**src/rtl/cache_ctrl_pkg.sv**
```systemverilog
// Shared types and helpers for the write-back cache controller.
package cache_ctrl_pkg;

    typedef enum logic [1:0] {
        StIdle,
        StCheck,
        StWriteback,
        StFill
    } state_e;

    // Widest way vector the helpers accept.
    localparam int unsigned MaxWays = 32;

    // Index of the lowest set bit; 0 when no bit is set.
    function automatic int unsigned lowest_set_idx(input logic [MaxWays-1:0] v);
        int unsigned      idx;
        logic [MaxWays-1:0] sh;
        idx = 0;
        for (int i = MaxWays - 1; i >= 0; i--) begin
            sh = v >> i;
            if (sh[0]) idx = unsigned'(i);
        end
        return idx;
    endfunction

    // Index of a one-hot vector; 0 for an all-zero vector.
    function automatic int unsigned onehot_to_idx(input logic [MaxWays-1:0] v);
        int unsigned      idx;
        logic [MaxWays-1:0] sh;
        idx = 0;
        for (int i = 0; i < MaxWays; i++) begin
            sh = v >> i;
            if (sh[0]) idx = idx | unsigned'(i);
        end
        return idx;
    endfunction

endpackage

```
**src/rtl/plru_array.sv**
```systemverilog
// Per-set tree pseudo-LRU state with a combinational victim lookup.
module plru_array #(
    parameter int unsigned NUM_WAYS = 4,
    parameter int unsigned NUM_SETS = 8
) (
    input  logic                        clk_i,
    input  logic                        rst_ni,
    input  logic [$clog2(NUM_SETS)-1:0] set_i,
    input  logic                        upd_en_i,
    input  logic [$clog2(NUM_WAYS)-1:0] upd_way_i,
    output logic [$clog2(NUM_WAYS)-1:0] victim_o
);

    localparam int unsigned IdxW  = $clog2(NUM_WAYS);
    localparam int unsigned NodeW = NUM_WAYS - 1;

    // Heap layout: node n has children 2n+1 (lower ways) and 2n+2 (upper ways).
    logic [NUM_SETS-1:0][NodeW-1:0] tree_q, tree_d;

    // Follow the node bits from the root to the victim leaf.
    always_comb begin
        logic [NodeW-1:0] nodes;
        logic [NodeW-1:0] sh;
        int unsigned      node;
        nodes = tree_q[set_i];
        node  = 0;
        for (int l = 0; l < IdxW; l++) begin
            sh   = nodes >> node;
            node = 2 * node + 1 + (sh[0] ? 1 : 0);
        end
        victim_o = IdxW'(node - NodeW);
    end

    // Point every node on the accessed way's path away from that way.
    always_comb begin
        logic [NodeW-1:0] nodes;
        logic [IdxW-1:0]  wsh;
        int unsigned      node;
        logic             dir;
        tree_d = tree_q;
        nodes  = tree_q[set_i];
        node   = 0;
        for (int l = 0; l < IdxW; l++) begin
            wsh   = upd_way_i >> (IdxW - 1 - l);
            dir   = wsh[0];
            nodes = (nodes & ~(NodeW'(1) << node)) | (NodeW'(!dir) << node);
            node  = 2 * node + 1 + (dir ? 1 : 0);
        end
        if (upd_en_i) tree_d[set_i] = nodes;
    end

    // Replacement state register.
    always_ff @(posedge clk_i or negedge rst_ni) begin
        if (!rst_ni) tree_q <= '0;
        else         tree_q <= tree_d;
    end

endmodule

```
**src/rtl/cache_control_wb.sv**
```systemverilog
// Control FSM for an N-way set-associative write-back, write-allocate cache.
module cache_control_wb
    import cache_ctrl_pkg::*;
#(
    parameter int unsigned NUM_WAYS  = 4,
    parameter int unsigned NUM_SETS  = 8,
    parameter int unsigned CNT_WIDTH = 32
) (
    input  logic                        clk,
    input  logic                        rst,
    input  logic                        mem_read,
    input  logic                        mem_write,
    input  logic [$clog2(NUM_SETS)-1:0] set_idx,
    input  logic [NUM_WAYS-1:0]         way_hit,
    input  logic [NUM_WAYS-1:0]         way_valid,
    input  logic [NUM_WAYS-1:0]         way_dirty,
    input  logic                        pmem_resp,
    output logic                        mem_resp,
    output logic                        pmem_read,
    output logic                        pmem_write,
    output logic [NUM_WAYS-1:0]         way_sel,
    output logic                        load_mem_rdata,
    output logic                        load_data,
    output logic                        data_src_mem,
    output logic                        load_tag,
    output logic                        set_valid,
    output logic                        set_dirty,
    output logic                        clr_dirty,
    output logic                        pmem_addr_victim,
    output logic [CNT_WIDTH-1:0]        hit_count,
    output logic [CNT_WIDTH-1:0]        miss_count
);

    localparam int unsigned IdxW = $clog2(NUM_WAYS);

    state_e               state_q, state_d;
    logic [NUM_WAYS-1:0]  victim_q, victim_d;
    logic                 first_check_q, first_check_d;
    logic [CNT_WIDTH-1:0] hit_count_q, hit_count_d;
    logic [CNT_WIDTH-1:0] miss_count_q, miss_count_d;

    logic                 req;
    logic                 hit;
    logic [NUM_WAYS-1:0]  invalid_ways;
    logic [IdxW-1:0]      hit_idx;
    logic [IdxW-1:0]      invalid_idx;
    logic [IdxW-1:0]      miss_idx;
    logic [IdxW-1:0]      plru_victim;
    logic                 plru_upd_en;

    assign req          = mem_read | mem_write;
    assign hit          = |way_hit;
    assign invalid_ways = ~way_valid;
    assign hit_idx      = IdxW'(lowest_set_idx(MaxWays'(way_hit)));
    assign invalid_idx  = IdxW'(lowest_set_idx(MaxWays'(invalid_ways)));
    // Empty ways are always filled before anything is evicted.
    assign miss_idx     = (|invalid_ways) ? invalid_idx : plru_victim;

    assign hit_count    = hit_count_q;
    assign miss_count   = miss_count_q;

    plru_array #(
        .NUM_WAYS (NUM_WAYS),
        .NUM_SETS (NUM_SETS)
    ) u_plru (
        .clk_i     (clk),
        .rst_ni    (rst),
        .set_i     (set_idx),
        .upd_en_i  (plru_upd_en),
        .upd_way_i (hit_idx),
        .victim_o  (plru_victim)
    );

    // Next state, datapath strobes and statistics from the current state.
    always_comb begin
        state_d          = state_q;
        victim_d         = victim_q;
        first_check_d    = first_check_q;
        hit_count_d      = hit_count_q;
        miss_count_d     = miss_count_q;
        plru_upd_en      = 1'b0;
        mem_resp         = 1'b0;
        pmem_read        = 1'b0;
        pmem_write       = 1'b0;
        way_sel          = '0;
        load_mem_rdata   = 1'b0;
        load_data        = 1'b0;
        data_src_mem     = 1'b0;
        load_tag         = 1'b0;
        set_valid        = 1'b0;
        set_dirty        = 1'b0;
        clr_dirty        = 1'b0;
        pmem_addr_victim = 1'b0;

        unique case (state_q)
            StIdle: begin
                if (req) state_d = StCheck;
            end
            StCheck: begin
                if (!req) begin
                    // Request withdrawn during a miss: drop it silently.
                    first_check_d = 1'b1;
                    state_d       = StIdle;
                end else if (hit) begin
                    mem_resp    = 1'b1;
                    way_sel     = NUM_WAYS'(1) << hit_idx;
                    plru_upd_en = 1'b1;
                    if (mem_read) begin
                        load_mem_rdata = 1'b1;
                    end else begin
                        load_data = 1'b1;
                        set_dirty = 1'b1;
                    end
                    // The re-check after a fill is not a genuine hit.
                    if (first_check_q && (hit_count_q != '1)) begin
                        hit_count_d = hit_count_q + CNT_WIDTH'(1);
                    end
                    first_check_d = 1'b1;
                    state_d       = StIdle;
                end else begin
                    victim_d      = NUM_WAYS'(1) << miss_idx;
                    first_check_d = 1'b0;
                    if (miss_count_q != '1) miss_count_d = miss_count_q + CNT_WIDTH'(1);
                    if (way_valid[miss_idx] && way_dirty[miss_idx]) state_d = StWriteback;
                    else                                            state_d = StFill;
                end
            end
            StWriteback: begin
                pmem_write       = 1'b1;
                pmem_addr_victim = 1'b1;
                way_sel          = victim_q;
                if (pmem_resp) begin
                    clr_dirty = 1'b1;
                    state_d   = StFill;
                end
            end
            StFill: begin
                pmem_read = 1'b1;
                way_sel   = victim_q;
                if (pmem_resp) begin
                    load_data    = 1'b1;
                    data_src_mem = 1'b1;
                    load_tag     = 1'b1;
                    set_valid    = 1'b1;
                    clr_dirty    = 1'b1;
                    state_d      = StCheck;
                end
            end
            default: state_d = StIdle;
        endcase
    end

    // Controller state, victim and statistics registers.
    always_ff @(posedge clk or negedge rst) begin
        if (!rst) begin
            state_q       <= StIdle;
            victim_q      <= '0;
            first_check_q <= 1'b1;
            hit_count_q   <= '0;
            miss_count_q  <= '0;
        end else begin
            state_q       <= state_d;
            victim_q      <= victim_d;
            first_check_q <= first_check_d;
            hit_count_q   <= hit_count_d;
            miss_count_q  <= miss_count_d;
        end
    end

endmodule
```
**config.mk**
```make
export PLATFORM = sky130hd
export DESIGN_NAME = cache_control_wb
export DESIGN_NICKNAME = d
export VERILOG_FILES = /design/src/rtl/cache_ctrl_pkg.sv /design/src/rtl/plru_array.sv /design/src/rtl/cache_control_wb.sv
export SDC_FILE = /design/constraint.sdc
export NUM_CORES = 1
export LEC_CHECK = 0
export BUFFER_PORTS_ARGS = -buffer_cell sky130_fd_sc_hd__buf_4
export CAP_MARGIN = 5
export CORE_AREA = 2 2 112 141
export CTS_CLUSTER_DIAMETER = 100
export CTS_CLUSTER_SIZE = 16
export DETAILED_ROUTE_END_ITERATION = 10
export DIE_AREA = 0 0 114 143
export GPL_TIMING_DRIVEN = 0
export HOLD_SLACK_MARGIN = 0.15
export SYNTH_ARGS = -nofsm -noshare
export SYNTH_HDL_FRONTEND = slang
export SYNTH_SLANG_ARGS = --single-unit
```
**constraint.sdc**
```tcl
create_clock -name clk -period 2.5 [get_ports clk]
set_clock_uncertainty 0.05 [all_clocks]
set_input_delay 0 -clock clk [delete_from_list [all_inputs] [get_ports clk]]
set_output_delay 0 -clock clk [all_outputs]
set_load 0.005 [all_outputs]
```
==> impl_metrics.toml, run 1 <==
[run_status]
status = "finished, final reports clean"

[logic_synthesis]
yosysTopAreaCell = "dfrtp_1"
synth_edf_count = 0
synth-simple-area-share_pct = 21.4
yosysWarningCount = 0
syn_nets = 465
synthXorXnorAreaFrac_pct = 11.4
ys_seq_area_share_pct = 49.2
syn_inst = 439
netlist_top_cells_area = "dfrtp_1, xor2_1, mux2_2, xnor2_1, nand4_1"
synth_compound_area_share_pct = 3.88
ys.flop_type = "dfrtp_1"
ys_types = 53
syn_area_per_cell_um2 = 11.0
synthMuxAreaShare_pct = 10.1
synth_seq_cells = 95
synth_top_family_by_area = "simple AND/OR/NAND/NOR gates"
synth_top_area_share_pct = 48.6
syn-cell-area_um2 = 4840
synth_fa_ha_area_share_pct = 1.55
ys_async_sr_fraction_pct = 100

[setup_path]
end_kind = "register"
critPathKind = "reg2reg"
rrSetupSlack_ps = 110
path_max_fanout = 6
path_cells = "nand4_2 > nor4_4 > or4b_1 > buf_2 > or3_4 > xnor2_2"
critPathArrivalTime_ps = 2580
cp-start-kind = "register"
cp_slowest_cell = "or4b_1"
critPathMaxStageDelay_ps = 460
worstPathRequired_ps = 2690

[final_layout]
fin_nets = 592
drive_gt1_share_pct = 33.5
final_core_utilization_pct = 43.0
num_antenna_cells = 0
syn2layout_area_growth_pct = 32.5

[timing]
period_minus_slack_ps = 2390
slew-limit-headroom_pct = 56.3
fmax_mhz = 419
whs_ps = 124
report.final.slew_viol_count = 0
worst_pin_slew_ps = 653
fin_crit_sh_pct = 95.5
hold_violations = 0
setup_viol = 0

[die]
die_h_um = 143
core_area_um2 = 14900
io_pins = 99
initial_core_util_pct = 32.5
dieArea_um2 = 16300
dieWidth_um = 114
fp-row-count = 50

[detailed_routing]
firstDrtPassIters = 4
drt-total-wl_um = 12100
ant_nets = 0
vias_per_cell = 5.20
wl_per_cell_um = 16.0
drc = 0
num_vias = 3919
drt_iter0_markers = 175

[power]
power_density_nw_per_um2 = 712
peakVddDrop_mv = 0.443
total_power_uw = 4560
power.leakage_uw = 0.00308

[clocking]
path_clk_slew_ps = 70
cts_root_buffer = "clkbuf_16"
cts_sinks = 95
h-tree-depth = 3
cts_tree = "built"
cts.path.max_buffers = 2
clk_latency_ps = 350
cts_buffers = 9

[run]
cap_violations = 0

[place]
place_hpwl_um = 8620
io_buffers = 97
finalWeightedCongestion = 0.798

[global_route]
grt_max_degree = 96
grt_pass1_vias = 3789
antenna_found_initial = 0
grt_usage_pct = 15.0
overflow = 0
grt_pass1_wl_um = 19100

[min_path]
hp-class = "in2async"
-- logic make-up (layout without fill, tap and decap cells) --
logic type / after synthesis / after routing
AO/OA/AOI/OAI: 26 / 26
buffers and inverters: 28 / 160
AND/OR/NAND/NOR: 184 / 184
flip-flops: 95 / 95
multiplexers: 38 / 38
XOR/XNOR: 62 / 62
adder cells (fa/ha/maj): 6 / 6
-- area by class of cell --
cell class / count / area, um2
fillers: 1401 / 8480
repair buffers: 117 / 926
well taps: 182 / 228
clock inverters: 5 / 56.3
multi-input cells: 316 / 2440
inverters: 12 / 45.0
flip-flops and latches: 95 / 2380
plain buffers: 15 / 75.1
clock buffers: 11 / 253
-- synth_stat cells (2+ instances only) --
library cell   n
buf_4          3
or3_1          2
inv_1         12
nor4_1        17
and3_1         9
mux2_2        28
or2_2          3
nor3b_1        5
nor3_1        17
dfrtp_1       94
nor4b_1        5
mux4_2         6
nand4b_1       2
a22o_1         2
nand2_1       32
a31oi_1        2
nor2_1        29
xnor2_1       17
buf_2          3
and2_1         5
and4_1         5
nand3_1       19
or4_1          2
a21oi_1        3
xor2_1        44
nand4_1       23
ha_1           6
a22oi_1        2
mux2i_1        4
clkbuf_1      10
o21ai_0        6
-- power breakdown --
part | internal, uW | total, uW | switching [uW]
Sequential | 1820 | 2020 | 206
Combinational | 597 | 1110 | 510
Clock | 828 | 1430 | 607
Total | 3240 | 4560 | 1320
-- final timing paths --
path	start	endpoint	cells after the start
worst min-delay path	rst	state_q[0]	2
worst min register to register	hit_count[24]	hit_count[24]	1
worst max register to register	miss_count[10]	miss_count[25]	6
worst max-delay path	miss_count[10]	miss_count[25]	6
min in group clk	way_hit[2]	u_plru.tree_q[14]	3
max in group asynchronous	rst	first_check_q	3
-- layer usage --
| layer | GRT usage [%] | vias up | wire, um |
|---|---|---|---|
| li1 | - | 1843 | - |
| met1 | 18.9 | 1953 | 5290 |
| met2 | 24.8 | 110 | 6050 |
| met3 | 2.89 | 13 | 500 |
| met4 | 7.00 | 0 | 245 |
| met5 | 0 | - | 0 |
-- worst max-delay path, delay by kind of cell (launching register included) --
family                 cells  cell delay [ps]
XOR/XNOR                   1              130
AND/OR/NAND/NOR            4             1460
flip-flops                 1              450
buffers and inverters      1              180
-- per-stage QoR --
stage	worst slack [ps]	std cells	cell area, um2	TNS, ps
after floorplan	252	439	4840	0
after global placement	-262	718	5790	-7210
after detailed placement	-280	719	5800	-6990
after CTS	12.0	750	6300	0
after global routing	-10.8	753	6410	-10.8
final	111	753	6410	0
-- state kept, by name (all words and copies together), names as in the netlist --
name,count
u_plru.tree_q,24
first_check_q,1
state_q,2
hit_count,32
miss_count,32
victim_q,4
-- cell usage in the layout, fill, tap and decap left out, types with 5 or more instances in the layout --
master	instances
dfrtp_1	93
dlygate4sd3_1	12
nand4_1	23
mux2_2	28
inv_1	12
and3_1	9
xor2_1	44
clkbuf_16	9
nor3_1	13
ha_1	5
nor4_1	17
and2_1	5
buf_4	106
clkbuf_1	6
nand2_1	32
xnor2_1	17
and4_1	5
nand3_1	17
mux4_2	6
nor2_1	29
o21ai_0	6
-- repair_timing --
action | in CTS | in global routing
pin swaps | 1 | 2
gates resized for setup | 11 | 14
buffers inserted | 4 | 2
setup endpoints to repair | 41 | 46
hold endpoints to repair | 100 | 0
hold buffers | 12 | 0
Power figures use the tool's default switching activity.
==> inputs of run 2 (changes only) <==
--- a/config.mk
+++ b/config.mk
@@ -7,13 +7,14 @@
 export LEC_CHECK = 0
 export BUFFER_PORTS_ARGS = -buffer_cell sky130_fd_sc_hd__buf_4
 export CAP_MARGIN = 5
-export CORE_AREA = 2 2 112 141
+export CORE_AREA = 2 2 114 143
 export CTS_CLUSTER_DIAMETER = 100
 export CTS_CLUSTER_SIZE = 16
 export DETAILED_ROUTE_END_ITERATION = 10
-export DIE_AREA = 0 0 114 143
+export DIE_AREA = 0 0 116 145
 export GPL_TIMING_DRIVEN = 0
 export HOLD_SLACK_MARGIN = 0.15
 export SYNTH_ARGS = -nofsm -noshare
 export SYNTH_HDL_FRONTEND = slang
+export SYNTH_HIERARCHICAL = 1
 export SYNTH_SLANG_ARGS = --single-unit
==> run 2 against run 1 <==
Fmax fell by 0.39%. Global-route usage rose by 0.65 points. First-iteration DRC count rose by 6.3%. Clock power barely moved. Combinational power barely moved. Die area rose by 3.2%. Largest power group unchanged. Synthesized cell count rose by 9.8%. Sequential share of layout area fell by 0.95 points. Critical path depth rose by 2. Cell count rose by 9.4%. Non-clock buffer count rose by 5. Wire length rose by 4.4%.
==> impl_metrics.toml, run 2 <==
[run]
cap_violations = 0

[clocking]
cts_tree = "built"
cts_root_buffer = "clkbuf_16"
cts.path.max_buffers = 2
path_clk_slew_ps = 60
clk_latency_ps = 350
cts_sinks = 95
h-tree-depth = 3
cts_buffers = 9

[timing]
rsz0062_at_grt = "true"
fmax_mhz = 417
worst_pin_slew_ps = 644
slew-limit-headroom_pct = 57.0
setup_viol = 0
hold_violations = 0
period_minus_slack_ps = 2400
fin_crit_sh_pct = 95.9
report.final.slew_viol_count = 0
setup_ws_ps = 102

[logic_synthesis]
synthMostInstantiatedCell = "dfrtp_1"
yosysWarningCount = 6
ys_async_sr_fraction_pct = 100
syn_area_per_cell_um2 = 10.4
ys.flop_type = "dfrtp_1"
ys_seq_area_share_pct = 47.6
syn-cell-area_um2 = 5000
netlist_top_cells_area = "dfrtp_1, mux2i_1, xor2_1, xnor2_1, nand2_1"
ys_types = 52
yosysTopAreaCell = "dfrtp_1"
synth_edf_count = 0
syn_inst = 482
synth_top_area_share_pct = 47.1
syn_nets = 509
synth_seq_cells = 95
synthTopCellsByCount = "dfrtp_1, nand2_1, xor2_1, mux2i_1, nand3_1"

[die]
core_area_um2 = 15400
dieWidth_um = 116
fp-row-count = 51
dieArea_um2 = 16800
die_h_um = 145
initial_core_util_pct = 32.4
io_pins = 99

[global_route]
grt_max_degree = 96
grt_usage_pct = 15.6
grt_pass1_vias = 4151
overflow = 0
antenna_found_initial = 0
grt_pass1_wl_um = 21200

[run_status]
status = "finished, final reports clean"

[final_layout]
layout_common_cells = "buf_4, dfrtp_1, nand2_1"
seqCellArea_um2 = 2380
final_core_utilization_pct = 42.6
multiInputGateArea_um2 = 2520
stdcell_count = 824
num_antenna_cells = 0
final_area_um2 = 6580
drive_gt1_share_pct = 26.8
syn2layout_area_growth_pct = 31.6
fin_nets = 634
final_common_cell = "buf_4"
fill_cells = 1520

[detailed_routing]
vias_per_cell = 5.01
num_vias = 4128
drt_iter0_markers = 186
wl_per_cell_um = 15.3
ant_nets = 0
drt-total-wl_um = 12600
firstDrtPassIters = 4
drc = 0

[place]
pre_cts_ws_ps = -277
place_hpwl_um = 9200
placed_area_um2 = 5990
io_buffers = 97
dp_cells = 791
finalWeightedCongestion = 0.854

[setup_path]
path_cells = "dlygate4sd3_1 > buf_4 > or4_1 > buf_2 > or4_4 > a2111o_1 > buf_4 > xnor2_1"
path_common_cell = "buf_4"
end_kind = "register"
cp_slowest_cell = "or4_4"
path_max_fanout = 7
critPathKind = "in2reg"
critPathMaxStageDelay_ps = 560
cp-start-kind = "primary input"
worstPathRequired_ps = 2680
critPathArrivalTime_ps = 2580

[power]
total_power_uw = 4540
peakVddDrop_mv = 0.316
power.leakage_uw = 0.00307
power_density_nw_per_um2 = 690

[min_path]
hp-class = "in2reg"
## run 2: logic make-up (layout without fill, tap and decap cells)
family	after synthesis	in the layout	share of synthesized area, %
buffers and inverters	35	165	3.61
AO/OA/AOI/OAI	51	51	6.91
multiplexers	37	37	8.54
flip-flops	95	95	47.6
AND/OR/NAND/NOR	198	198	21.2
XOR/XNOR	59	59	10.3
adder cells (fa/ha/maj)	7	7	1.75
## run 2: final cells by class
cell class | instances | area share [%]
clock inverters | 5 | 0.856
clock buffers | 11 | 3.69
flip-flops and latches | 95 | 36.2
plain buffers | 20 | 2.02
repair buffers | 117 | 14.2
inverters | 12 | 0.685
well taps | 212 | 4.03
multi-input cells | 352 | 38.3
## run 2: power breakdown
part | internal (uW) | switching, uW | leakage [uW]
logic | 535 | 568 | 0.00168
registers | 1820 | 221 | 0.00124
clock network | 803 | 596 | 0.000146
## run 2: critical path: cells and delay by family
kind / cells / cell delay (ps)
AO/OA/AOI/OAI: 1 / 390
buffers and inverters: 4 / 1040
XOR/XNOR: 1 / 110
AND/OR/NAND/NOR: 2 / 1040
## run 2: worst paths after layout
kind / start / to / slack [ps] / cells after the start
setup reg to reg: state_q[1] / miss_count[19] / 150 / 7
min in group asynchronous: rst / miss_count[15] / 620 / 3
setup / recovery: way_hit[1] / miss_count[19] / 100 / 8
hold reg to reg: victim_q[1] / victim_q[1] / 420 / 2
hold / removal: mem_write / state_q[1] / 180 / 6
max in group asynchronous: rst / first_check_q / 1100 / 4
## run 2: metal layers
layer  global-route usage (%)  routed length [um]  vias up
met2                     24.6                6070      105
met4                     6.01                 267        0
li1                         -                   -     1982
met1                     21.0                5580     2022
met3                     3.30                 689       19
met5                        0                   0        -
## run 2: stage by stage
step,setup TNS (ps),hold slack [ps]
floorplan,0,-346
global placement,-2040,269
detailed placement,-2090,284
CTS,0,186
global route,-6.06,227
finish,0,182
## run 2: repair_timing
action / CTS / global route
pin swaps: 1 / 3
setup endpoints to repair: 26 / 76
setup buffers: 1 / 3
resized for setup: 10 / 18
endpoints found under the hold margin: 109 / 32
hold buffers: 14 / 1
==> inputs of run 3 (changes only) <==
--- a/config.mk
+++ b/config.mk
@@ -5,7 +5,7 @@
 export SDC_FILE = /design/constraint.sdc
 export NUM_CORES = 1
 export LEC_CHECK = 0
-export BUFFER_PORTS_ARGS = -buffer_cell sky130_fd_sc_hd__buf_4
+export BUFFER_PORTS_ARGS = -buffer_cell sky130_fd_sc_hd__buf_2
 export CAP_MARGIN = 5
 export CORE_AREA = 2 2 114 143
 export CTS_CLUSTER_DIAMETER = 100
==> run 3 against run 2 <==
Global-route usage is 0.21 points higher. Wire length is 0.38% higher. Total power is 0.58% higher. Hold slack worse by 11 ps. Die area stayed put. Cell count is 0.12% lower. Largest power group unchanged.
==> impl_metrics.toml, run 3 (synthesis results as in run 2) <==
[clocking]
h-tree-depth = 3
cts_tree = "built"
cts_buffers = 9
cts.path.max_buffers = 2
clk_latency_ps = 350
cts_root_buffer = "clkbuf_16"
path_clk_slew_ps = 70
cts_sinks = 95

[setup_path]
end_kind = "register"
critPathArrivalTime_ps = 2590
critPathMaxStageDelay_ps = 540
cp-start-kind = "primary input"
path_cells = "dlygate4sd3_1 > buf_2 > or4_4 > buf_6 > or2_2 > clkbuf_8 > a31oi_2 > mux2_2"
critical_path.top_delay_family = "buffers and inverters"
worstPathRequired_ps = 2680
cp.buffers_inverters = 4
critPathKind = "in2reg"
cp_slowest_cell = "dlygate4sd3_1"
path_max_fanout = 10

[place]
placed_area_um2 = 5780
pre_cts_ws_ps = -284
io_buffers = 97
place_hpwl_um = 9320
finalWeightedCongestion = 0.793

[die]
die_h_um = 145
dieArea_um2 = 16800
io_pins = 99
core_area_um2 = 15400
dieWidth_um = 116
initial_core_util_pct = 32.4
fp-row-count = 51

[timing]
fmax_mhz = 415
tns_ps = 0
slew-limit-headroom_pct = 53.8
report.final.slew_viol_count = 0
hold_violations = 0
worst_pin_slew_ps = 693
setup_viol = 0
period_minus_slack_ps = 2410
rsz0062_at_grt = "false"
setup_ws_ps = 91.4
fin_crit_sh_pct = 96.3

[detailed_routing]
num_vias = 4086
drt_iter0_markers = 247
maxUsedRoutingLayer = "met4"
wl_per_cell_um = 15.4
ant_nets = 0
drc = 0
vias_per_cell = 4.96
met1_length_um = 5670
met2WireLength_um = 6080
wl_met3_um = 627
drt-total-wl_um = 12700
firstDrtPassIters = 4

[final_layout]
num_antenna_cells = 0
final_common_cell = "buf_2"
final_area_um2 = 6320
syn2layout_area_growth_pct = 26.6
fin_nets = 633
layout_common_cells = "buf_2, dfrtp_1, nand2_1"
drive_gt1_share_pct = 26.8

[global_route]
overflow = 0
grt_usage_pct = 15.9
grt_pass1_vias = 4261
grt_pass1_wl_um = 21300
antenna_found_initial = 0
grt_max_degree = 52

[power]
total_power_uw = 4560
peakVddDrop_mv = 0.265
power.leakage_uw = 0.00304
power_density_nw_per_um2 = 722

[min_path]
hp-class = "in2reg"

[run_status]
status = "finished, final reports clean"

[run]
cap_violations = 0
-- run 3: cell type report --
cell class,count,area [um2]
sequential,95,2380
clock inverter,6,83.8
tap,212,265
inverter,12,45.0
clock buffer,10,229
buffer,20,139
fill,1570,9120
multi-input combinational,352,2500
timing repair buffer,116,686
-- run 3: worst paths after layout --
check	cells past startpoint	end	start	slack [ps]
hold / removal	5	first_check_q	way_hit[3]	170
hold reg to reg	1	hit_count[30]	hit_count[30]	430
setup reg to reg	7	miss_count[31]	state_q[1]	140
setup / recovery	8	miss_count[1]	way_hit[1]	90
min in group asynchronous	2	miss_count[15]	rst	180
max in group asynchronous	3	first_check_q	rst	1490
-- run 3: worst register-to-register path, cell delays in order (launching register included) --
cell and delay [ps]:
dfrtp_2 450, inv_2 90, ha_2 200, o21ai_1 130, or4_4 600, a2111o_1 400
nor3_2 230, xor2_1 160
-- run 3: what timing repair did --
action / in CTS / in global routing
hold buffers: 14 / 0
setup buffers: 3 / 1
resized for setup: 9 / 19
hold endpoints to repair: 69 / 0
endpoints found under the setup margin: 23 / 65
pin swaps: 2 / 4
-- run 3: through the flow --
| stage | std cells | utilization (%) | hold WS, ps |
|---|---|---|---|
| floorplan | 482 | - | -346 |
| CTS | 825 | 40.7 | 210 |
| global placement | 791 | 37.2 | 298 |
| global route | 823 | 40.9 | 206 |
| finish | 823 | 40.9 | 172 |
| detailed placement | 792 | 37.4 | 45.8 |
-- run 3: report_power, final --
part | switching, uW | internal [uW]
registers | 225 | 1820
logic | 567 | 475
clock network | 606 | 876
total | 1400 | 3170
-- run 3: metal layers --
| metal | global-route usage [%] | up-vias |
|---|---|---|
| met3 | 3.30 | 18 |
| met1 | 20.6 | 1987 |
| met4 | 6.73 | 0 |
| met2 | 25.4 | 99 |
| li1 | - | 1982 |
| met5 | 0 | - |
